$ cat src/rtl/decode_stage_pipe_if.sv
// Decode stage bus: fetch handshake, write-back port
// and the ID/EX bundle presented to execute.
interface decode_stage_pipe_if #(
  parameter int XLEN  = 32,
  parameter int NREGS = 32
);
  localparam int AW = $clog2(NREGS);

  logic [31:0]     instruction;
  logic            if_valid;
  logic            id_ready;
  logic [XLEN-1:0] wb_data;
  logic [AW-1:0]   wb_rd;
  logic            regwrite;
  logic            flush;
  logic            ex_ready;
  logic            ex_valid;
  logic [XLEN-1:0] ex_rs1_data;
  logic [XLEN-1:0] ex_rs2_data;
  logic [XLEN-1:0] ex_imm;
  logic [AW-1:0]   ex_rs1;
  logic [AW-1:0]   ex_rs2;
  logic [AW-1:0]   ex_rd;
  logic [3:0]      ex_alu_ctrl;
  logic            ex_memread;

  modport master (
    output instruction,
    output if_valid,
    input  id_ready,
    output wb_data,
    output wb_rd,
    output regwrite,
    output flush,
    output ex_ready,
    input  ex_valid,
    input  ex_rs1_data,
    input  ex_rs2_data,
    input  ex_imm,
    input  ex_rs1,
    input  ex_rs2,
    input  ex_rd,
    input  ex_alu_ctrl,
    input  ex_memread
  );

  modport slave (
    input  instruction,
    input  if_valid,
    output id_ready,
    input  wb_data,
    input  wb_rd,
    input  regwrite,
    input  flush,
    input  ex_ready,
    output ex_valid,
    output ex_rs1_data,
    output ex_rs2_data,
    output ex_imm,
    output ex_rs1,
    output ex_rs2,
    output ex_rd,
    output ex_alu_ctrl,
    output ex_memread
  );
endinterface

$ cat src/rtl/decode_stage_pipe.sv
// Registered instruction decode stage: field decode,
// register file with optional bypass, load-use stall.

module decode_stage_pipe_dec (
  input  logic [31:0] instr,
  output logic [4:0]  rs1,
  output logic [4:0]  rs2,
  output logic [4:0]  rd,
  output logic [31:0] imm,
  output logic [3:0]  alu_ctrl,
  output logic        memread,
  output logic        rs1_used,
  output logic        rs2_used
);
  logic [6:0] op;
  logic [2:0] f3;
  logic       is_op;
  logic       is_opi;
  logic       is_ld;
  logic       is_st;
  logic       is_br;
  logic       is_lui;
  logic       is_aui;
  logic       is_jal;
  logic       is_jalr;

  assign op  = instr[6:0];
  assign f3  = instr[14:12];
  assign rs1 = instr[19:15];
  assign rs2 = instr[24:20];
  assign rd  = instr[11:7];

  assign is_op   = op == 7'b0110011;
  assign is_opi  = op == 7'b0010011;
  assign is_ld   = op == 7'b0000011;
  assign is_st   = op == 7'b0100011;
  assign is_br   = op == 7'b1100011;
  assign is_lui  = op == 7'b0110111;
  assign is_aui  = op == 7'b0010111;
  assign is_jal  = op == 7'b1101111;
  assign is_jalr = op == 7'b1100111;

  assign memread  = is_ld;
  assign rs1_used = !(is_lui || is_aui || is_jal);
  assign rs2_used = is_op || is_st || is_br;

  // immediate assembled per instruction format
  always_comb begin
    imm = '0;
    unique case (1'b1)
      is_ld, is_opi, is_jalr:
        imm = {{20{instr[31]}}, instr[31:20]};
      is_st:
        imm = {{20{instr[31]}}, instr[31:25],
               instr[11:7]};
      is_br:
        imm = {{20{instr[31]}}, instr[7],
               instr[30:25], instr[11:8], 1'b0};
      is_lui, is_aui:
        imm = {instr[31:12], 12'b0};
      is_jal:
        imm = {{12{instr[31]}}, instr[19:12],
               instr[20], instr[30:21], 1'b0};
      default:
        imm = '0;
    endcase
  end

  // ALU op: funct7[5]:funct3 for arithmetic, SUB for
  // branch compare, ADD for address/upper-imm forms
  always_comb begin
    alu_ctrl = 4'b0000;
    unique case (1'b1)
      is_op:
        alu_ctrl = {instr[30], f3};
      is_opi:
        alu_ctrl = (f3 == 3'b101) ?
                   {instr[30], f3} : {1'b0, f3};
      is_br:
        alu_ctrl = 4'b1000;
      default:
        alu_ctrl = 4'b0000;
    endcase
  end
endmodule

module decode_stage_pipe #(
  parameter int XLEN   = 32,
  parameter int NREGS  = 32,
  parameter int BYPASS = 1
) (
  input logic                clk,
  input logic                rst_n,
  decode_stage_pipe_if.slave bus
);
  localparam int AW = $clog2(NREGS);

  typedef struct packed {
    logic            valid;
    logic            memread;
    logic [AW-1:0]   rs1;
    logic [AW-1:0]   rs2;
    logic [AW-1:0]   rd;
    logic [XLEN-1:0] d1;
    logic [XLEN-1:0] d2;
    logic [XLEN-1:0] imm;
    logic [3:0]      alu;
  } id_ex_t;

  logic [4:0]         f_rs1;
  logic [4:0]         f_rs2;
  logic [4:0]         f_rd;
  logic [31:0]        imm32;
  logic signed [31:0] imm_s;
  logic [3:0]         alu;
  logic               memread;
  logic               rs1_used;
  logic               rs2_used;

  decode_stage_pipe_dec u_dec (
    .instr    (bus.instruction),
    .rs1      (f_rs1),
    .rs2      (f_rs2),
    .rd       (f_rd),
    .imm      (imm32),
    .alu_ctrl (alu),
    .memread  (memread),
    .rs1_used (rs1_used),
    .rs2_used (rs2_used)
  );

  logic [AW-1:0]   rs1;
  logic [AW-1:0]   rs2;
  logic [AW-1:0]   rd;
  logic [XLEN-1:0] imm;

  assign rs1   = f_rs1[AW-1:0];
  assign rs2   = f_rs2[AW-1:0];
  assign rd    = f_rd[AW-1:0];
  assign imm_s = imm32;
  assign imm   = XLEN'(imm_s);

  logic [XLEN-1:0] regs [NREGS];
  logic            wr_en;
  logic [XLEN-1:0] rs1_data;
  logic [XLEN-1:0] rs2_data;

  assign wr_en = bus.regwrite &&
                 (bus.wb_rd != '0);

  // register file write; x0 is never written
  always_ff @(posedge clk) begin
    if (!rst_n) begin
      for (int i = 0; i < NREGS; i++)
        regs[i] <= '0;
    end else if (wr_en) begin
      regs[bus.wb_rd] <= bus.wb_data;
    end
  end

  // rs1 read with optional write-back forwarding
  always_comb begin
    rs1_data = regs[rs1];
    if (BYPASS != 0 && wr_en &&
        bus.wb_rd == rs1)
      rs1_data = bus.wb_data;
    if (rs1 == '0)
      rs1_data = '0;
  end

  // rs2 read with optional write-back forwarding
  always_comb begin
    rs2_data = regs[rs2];
    if (BYPASS != 0 && wr_en &&
        bus.wb_rd == rs2)
      rs2_data = bus.wb_data;
    if (rs2 == '0)
      rs2_data = '0;
  end

  id_ex_t ex_q;
  id_ex_t ex_d;
  logic   hit1;
  logic   hit2;
  logic   hazard;
  logic   advance;
  logic   accept;

  assign hit1 = rs1_used && (rs1 == ex_q.rd);
  assign hit2 = rs2_used && (rs2 == ex_q.rd);

  assign hazard = bus.if_valid &&
                  ex_q.valid &&
                  ex_q.memread &&
                  (ex_q.rd != '0) &&
                  (hit1 || hit2);

  assign advance = !ex_q.valid || bus.ex_ready;
  assign accept  = advance && bus.if_valid &&
                   !hazard;

  assign bus.id_ready = rst_n && advance &&
                        !hazard;

  // next ID/EX contents: flush, load, bubble, hold
  always_comb begin
    ex_d = ex_q;
    if (bus.flush) begin
      ex_d.valid = 1'b0;
    end else if (accept) begin
      ex_d.valid   = 1'b1;
      ex_d.memread = memread;
      ex_d.rs1     = rs1;
      ex_d.rs2     = rs2;
      ex_d.rd      = rd;
      ex_d.d1      = rs1_data;
      ex_d.d2      = rs2_data;
      ex_d.imm     = imm;
      ex_d.alu     = alu;
    end else if (advance) begin
      ex_d.valid   = 1'b0;
      ex_d.memread = 1'b0;
    end
  end

  // ID/EX pipeline register
  always_ff @(posedge clk) begin
    if (!rst_n)
      ex_q <= '0;
    else
      ex_q <= ex_d;
  end

  assign bus.ex_valid    = ex_q.valid;
  assign bus.ex_memread  = ex_q.memread;
  assign bus.ex_rs1      = ex_q.rs1;
  assign bus.ex_rs2      = ex_q.rs2;
  assign bus.ex_rd       = ex_q.rd;
  assign bus.ex_rs1_data = ex_q.d1;
  assign bus.ex_rs2_data = ex_q.d2;
  assign bus.ex_imm      = ex_q.imm;
  assign bus.ex_alu_ctrl = ex_q.alu;
endmodule

$ cat src/flat_wrapper.sv
// flat-port wrapper written by rule: the top's interface ports become plain ports
module decode_stage_pipe_flat 
#(
  parameter int XLEN   = 32,
  parameter int NREGS  = 32,
  parameter int BYPASS = 1
)
  (clk, rst_n, bus_instruction, bus_if_valid, bus_id_ready, bus_wb_data, bus_wb_rd, bus_regwrite, bus_flush, bus_ex_ready, bus_ex_valid, bus_ex_rs1_data, bus_ex_rs2_data, bus_ex_imm, bus_ex_rs1, bus_ex_rs2, bus_ex_rd, bus_ex_alu_ctrl, bus_ex_memread);
  decode_stage_pipe_if #(.XLEN(XLEN), .NREGS(NREGS)) bus_i ();
  input logic clk;
  input logic rst_n;
  input wire logic [$bits(bus_i.instruction)-1:0] bus_instruction;
  input wire logic [$bits(bus_i.if_valid)-1:0] bus_if_valid;
  output wire logic [$bits(bus_i.id_ready)-1:0] bus_id_ready;
  input wire logic [$bits(bus_i.wb_data)-1:0] bus_wb_data;
  input wire logic [$bits(bus_i.wb_rd)-1:0] bus_wb_rd;
  input wire logic [$bits(bus_i.regwrite)-1:0] bus_regwrite;
  input wire logic [$bits(bus_i.flush)-1:0] bus_flush;
  input wire logic [$bits(bus_i.ex_ready)-1:0] bus_ex_ready;
  output wire logic [$bits(bus_i.ex_valid)-1:0] bus_ex_valid;
  output wire logic [$bits(bus_i.ex_rs1_data)-1:0] bus_ex_rs1_data;
  output wire logic [$bits(bus_i.ex_rs2_data)-1:0] bus_ex_rs2_data;
  output wire logic [$bits(bus_i.ex_imm)-1:0] bus_ex_imm;
  output wire logic [$bits(bus_i.ex_rs1)-1:0] bus_ex_rs1;
  output wire logic [$bits(bus_i.ex_rs2)-1:0] bus_ex_rs2;
  output wire logic [$bits(bus_i.ex_rd)-1:0] bus_ex_rd;
  output wire logic [$bits(bus_i.ex_alu_ctrl)-1:0] bus_ex_alu_ctrl;
  output wire logic [$bits(bus_i.ex_memread)-1:0] bus_ex_memread;
  assign bus_i.instruction = bus_instruction;
  assign bus_i.if_valid = bus_if_valid;
  assign bus_id_ready = bus_i.id_ready;
  assign bus_i.wb_data = bus_wb_data;
  assign bus_i.wb_rd = bus_wb_rd;
  assign bus_i.regwrite = bus_regwrite;
  assign bus_i.flush = bus_flush;
  assign bus_i.ex_ready = bus_ex_ready;
  assign bus_ex_valid = bus_i.ex_valid;
  assign bus_ex_rs1_data = bus_i.ex_rs1_data;
  assign bus_ex_rs2_data = bus_i.ex_rs2_data;
  assign bus_ex_imm = bus_i.ex_imm;
  assign bus_ex_rs1 = bus_i.ex_rs1;
  assign bus_ex_rs2 = bus_i.ex_rs2;
  assign bus_ex_rd = bus_i.ex_rd;
  assign bus_ex_alu_ctrl = bus_i.ex_alu_ctrl;
  assign bus_ex_memread = bus_i.ex_memread;
  decode_stage_pipe #(.XLEN(XLEN), .NREGS(NREGS), .BYPASS(BYPASS)) u_core (.clk(clk), .rst_n(rst_n), .bus(bus_i));
endmodule
$ cat config.mk
export PLATFORM = sky130hd
export DESIGN_NAME = decode_stage_pipe_flat
export DESIGN_NICKNAME = d
export VERILOG_FILES = /design/src/rtl/decode_stage_pipe_if.sv /design/src/rtl/decode_stage_pipe.sv /design/src/flat_wrapper.sv
export SDC_FILE = /design/constraint.sdc
export NUM_CORES = 2
export LEC_CHECK = 0
export BUFFER_PORTS_ARGS = -buffer_cell sky130_fd_sc_hd__buf_2
export CAP_MARGIN = 20
export CORE_UTILIZATION = 61
export DETAILED_ROUTE_END_ITERATION = 10
export PLACE_DENSITY = 0.78
export REMOVE_ABC_BUFFERS = 1
export SLEW_MARGIN = 10
export SYNTH_ARGS = -nofsm -noshare
export SYNTH_HDL_FRONTEND = slang
export SYNTH_SLANG_ARGS = --single-unit
$ cat constraint.sdc
create_clock -name clk -period 4.8 [get_ports clk]
set_input_delay 0.48 -clock clk [delete_from_list [all_inputs] [get_ports clk]]
set_output_delay 0.48 -clock clk [all_outputs]
set_load 0.02 [all_outputs]
==> out/qor.yml <==
outcome:
  status: "completed"
setup_path:
  startpoint: "u_core.bus.ex_rd[2]"
  crit-reg2reg-launch: "u_core.bus.ex_rd[2]"
  path_class: "flip-flop to output pin"
  crit_end: "bus_id_ready"
  slowest_delay_ps: 790
  setup.worst_path.start_class: "flip-flop"
  reg2reg_to: "u_core.bus.ex_rs1_data[6]"
  slowest_stage: "nor4b_1"
  cp_max_fo: 5
  worstPathArrival_ps: 3050
  end_kind: "output pin"
  r2r_slack_ps: 1550
  crit_required_ps: 4320
  critPathMostFrequentCell: "a21oi_1"
  r2r_cells: 6
  cp_cell_sequence: "nor2_1 -> a21oi_1 -> nor4b_1 -> a21oi_1 -> and3_1 -> buf_2"
yosys:
  yosysWarningCount: 0
  ys_seq_area_share_pct: 56.41
  synth.avg_cell_area_sq_um: 14.08
  synth_seq_cells: 1141
  yosysTopAreaCellShare_pct: 52.41
  synth_edf_count: 1024
  synth_ff_type: "edfxtp_1"
  synth_area_sq_um: 58670
  yosysTopAreaCell: "edfxtp_1"
  ys_types: 60
  synthArstFlopShare_pct: 0
  syn_inst: 4168
  netlist_top_cells_area: "edfxtp_1, mux4_2, and2_1"
clock_network:
  clk_transition_reported_paths_ps: 70
  cts_num_sinks: 1141
  htreeDepth: 3
  numCtsBuffers: 117
  cts_buffer_depth: 3
  cts_tree: "yes"
  post_cts_buffers: 0
  post_cts_resized: 0
  clock_latency_ps: 700
  cts-root-buf: "clkbuf_16"
floorplan:
  die_y_um: 312.1
  dieArea_sq_um: 97420
  initial_core_util_pct: 61.65
  core_region_area_sq_um: 95150
  die_x_um: 312.1
  pin_count: 193
  rows: 113
power:
  p_leak_nw: 22.73
  p_per_area_nw_per_um2: 365.8
  max-vdd-ir-drop_uv: 326.4
sta:
  slew_headroom_pct: 18.22
  period_share_pct: 73.45
  max_clock_freq_mhz: 283.7
  post-route-min-period_ps: 3525
  tightest_slew_ps: 1222
  finalHoldViolations: 0
  whs_ps: 44.50
  setup_ws_ps: 1275
  setup_violations: 0
  fin_skew_ps: 31.97
  rsz0062_at_grt: "false"
  slew_viol_final: 0
placed_design:
  post-place-ws_ps: 1204
  gp_congestion: 0.9396
  numPortBuffers: 192
  hpwl_um: 107300
hold_path:
  hp-class: "primary input to flip-flop"
grt:
  grt_pass1_vias: 40032
  grt_pass1_wl_um: 270600
  grt_max_degree: 111
  antenna_found_initial: 6
  gr-usage-all-layers_pct: 38.61
  grt_overflow_total: 0
layout:
  nets: 4276
  area_delta_synth_final_pct: 11.53
  fillCellCount: 6261
  drive_gt1_share_pct: 24.49
routing:
  wire_per_inst_um: 33.92
  dr.pass1.iters: 6
  totalWireLength_um: 188800
  vias: 40675
  ant_nets: 0
  routed_via_density: 7.309
  drtIter0Drc: 7015
  drcViolationCount: 0
job:
  max-cap-violations: 0
[through the flow]
step	power (W)	cell area [sq um]	util, %	std cells	TNS (ps)
2_1_floorplan	0.01320	56950	-	3745	-119600
3_3_place_gp	0.01443	61330	64.45	5340	0
3_5_place_dp	0.01451	61330	64.45	5340	0
4_1_cts	0.02381	65320	68.65	5558	0
5_1_grt	0.02442	65430	68.76	5564	0
6_report	0.02394	65430	68.76	5565	0
[synthesized netlist by cell type, drive strengths merged (2+ instances only)]
cell        n
edfxtp   1024
and2      997
mux4      444
clkbuf    342
a22oi     244
a21oi     171
mux2i     136
dfxtp     117
buf       112
nor2      104
o21ai      98
nand2      69
a211oi     41
nor3       39
a221oi     32
nand2b     31
nand3      29
a2111oi    25
xnor2      18
a311oi      9
a41oi       9
a31oi       8
nor2b       8
a22o        7
o311ai      7
nand3b      5
o31ai       5
nand4b      4
and3b       3
inv         3
nand4       3
or3b        3
and3        2
nor3b       2
nor4        2
xor2        2
[how the worst min path moves through the flow]
stage / from / to / slack, ps / cells after the start
2_1_floorplan: u_core.bus.ex_alu_ctrl[0] / u_core.bus.ex_alu_ctrl[0] / 530 / 2
3_3_place_gp: u_core.bus.ex_imm[7] / u_core.bus.ex_imm[7] / 440 / 2
3_5_place_dp: u_core.bus.ex_rs1[3] / u_core.bus.ex_rs1[3] / 440 / 2
4_1_cts: bus_instruction[11] / u_core.bus.ex_rd[4] / 20 / 3
5_1_grt: bus_instruction[11] / u_core.bus.ex_rd[4] / 50 / 3
6_report: bus_instruction[11] / u_core.bus.ex_rd[4] / 40 / 3
[registers in the layout, indices dropped and copies added, names as in the netlist]
register	count
u_core.bus.ex_rs2	5
u_core.bus.ex_imm	32
u_core.bus.ex_rd	5
u_core.bus.ex_memread	1
u_core.regs	1024
u_core.bus.ex_rs2_data	32
u_core.bus.ex_valid	1
u_core.bus.ex_alu_ctrl	4
u_core.bus.ex_rs1_data	32
u_core.bus.ex_rs1	5
[layer usage]
metal	global-route usage, %	part of all wire [%]	vias up
li1	-	-	16038
met1	51.57	34	20345
met2	57.95	45	3634
met3	9.847	15	656
met4	22.47	6.4	2
met5	0	0.0042	-
[worst max-delay path, delay by kind of cell (launching register included)]
family,cells,cell delay [ps]
AOI/OAI and AO/OA,2,520
DFF,1,550
and+or+nand+nor,3,1110
buffers and inverters,1,160
[cells by family (layout without fill, tap and decap cells)]
group / count (synthesis) / after routing / synth area share, %
compound gates: 666 / 666 / 7.708
xor+xnor: 20 / 20 / 0.2986
buf+inv: 457 / 557 / 3.142
flops: 1141 / 1141 / 56.41
mux: 580 / 580 / 19.37
other cells: 1 / 33 / 0.006392
simple gates: 1303 / 1303 / 13.07
[area by class of cell]
class / instances / area [sq um] / area share [%]
well taps: 1265 / 1583 / 2.419
clock inverters: 55 / 648.1 / 0.9906
inverters: 3 / 13.76 / 0.02103
multi-input cells: 2601 / 24390 / 37.28
flip-flops and latches: 1141 / 33090 / 50.58
repair buffers: 337 / 2364 / 3.612
clock buffers: 162 / 3334 / 5.096
diodes: 1 / 2.502 / 0.003825
[power by group]
group          internal, W  switching [W]  total (W)
Sequential          0.0114       0.000313     0.0117
Combinational      0.00108        0.00168    0.00276
Clock              0.00558        0.00391    0.00950
Total               0.0180        0.00591     0.0239
[cell usage in the layout (no fill, tap or decap), drive strengths merged, types with 14 or more instances in the layout]
master   Yosys  layout
nand3       29      29
a22oi      244     244
and2       997     997
nor3        39      39
buf        112     336
mux4       444     444
clkbuf     342     162
a21oi      171     171
edfxtp    1024    1024
a221oi      32      32
mux2i      136     136
bufinv       0      14
xnor2       18      18
nand2       69      69
nor2       104     104
conb         1      32
a211oi      41      41
dfxtp      117     117
o21ai       98      98
a2111oi     25      25
nand2b      31      31
clkinv       0      32
[timing repair]
action,4_1_cts,5_1_grt
endpoints found under the hold margin,1,0
setup endpoints to repair,0,0
hold buffers,1,0
Power figures use the tool's default switching activity.
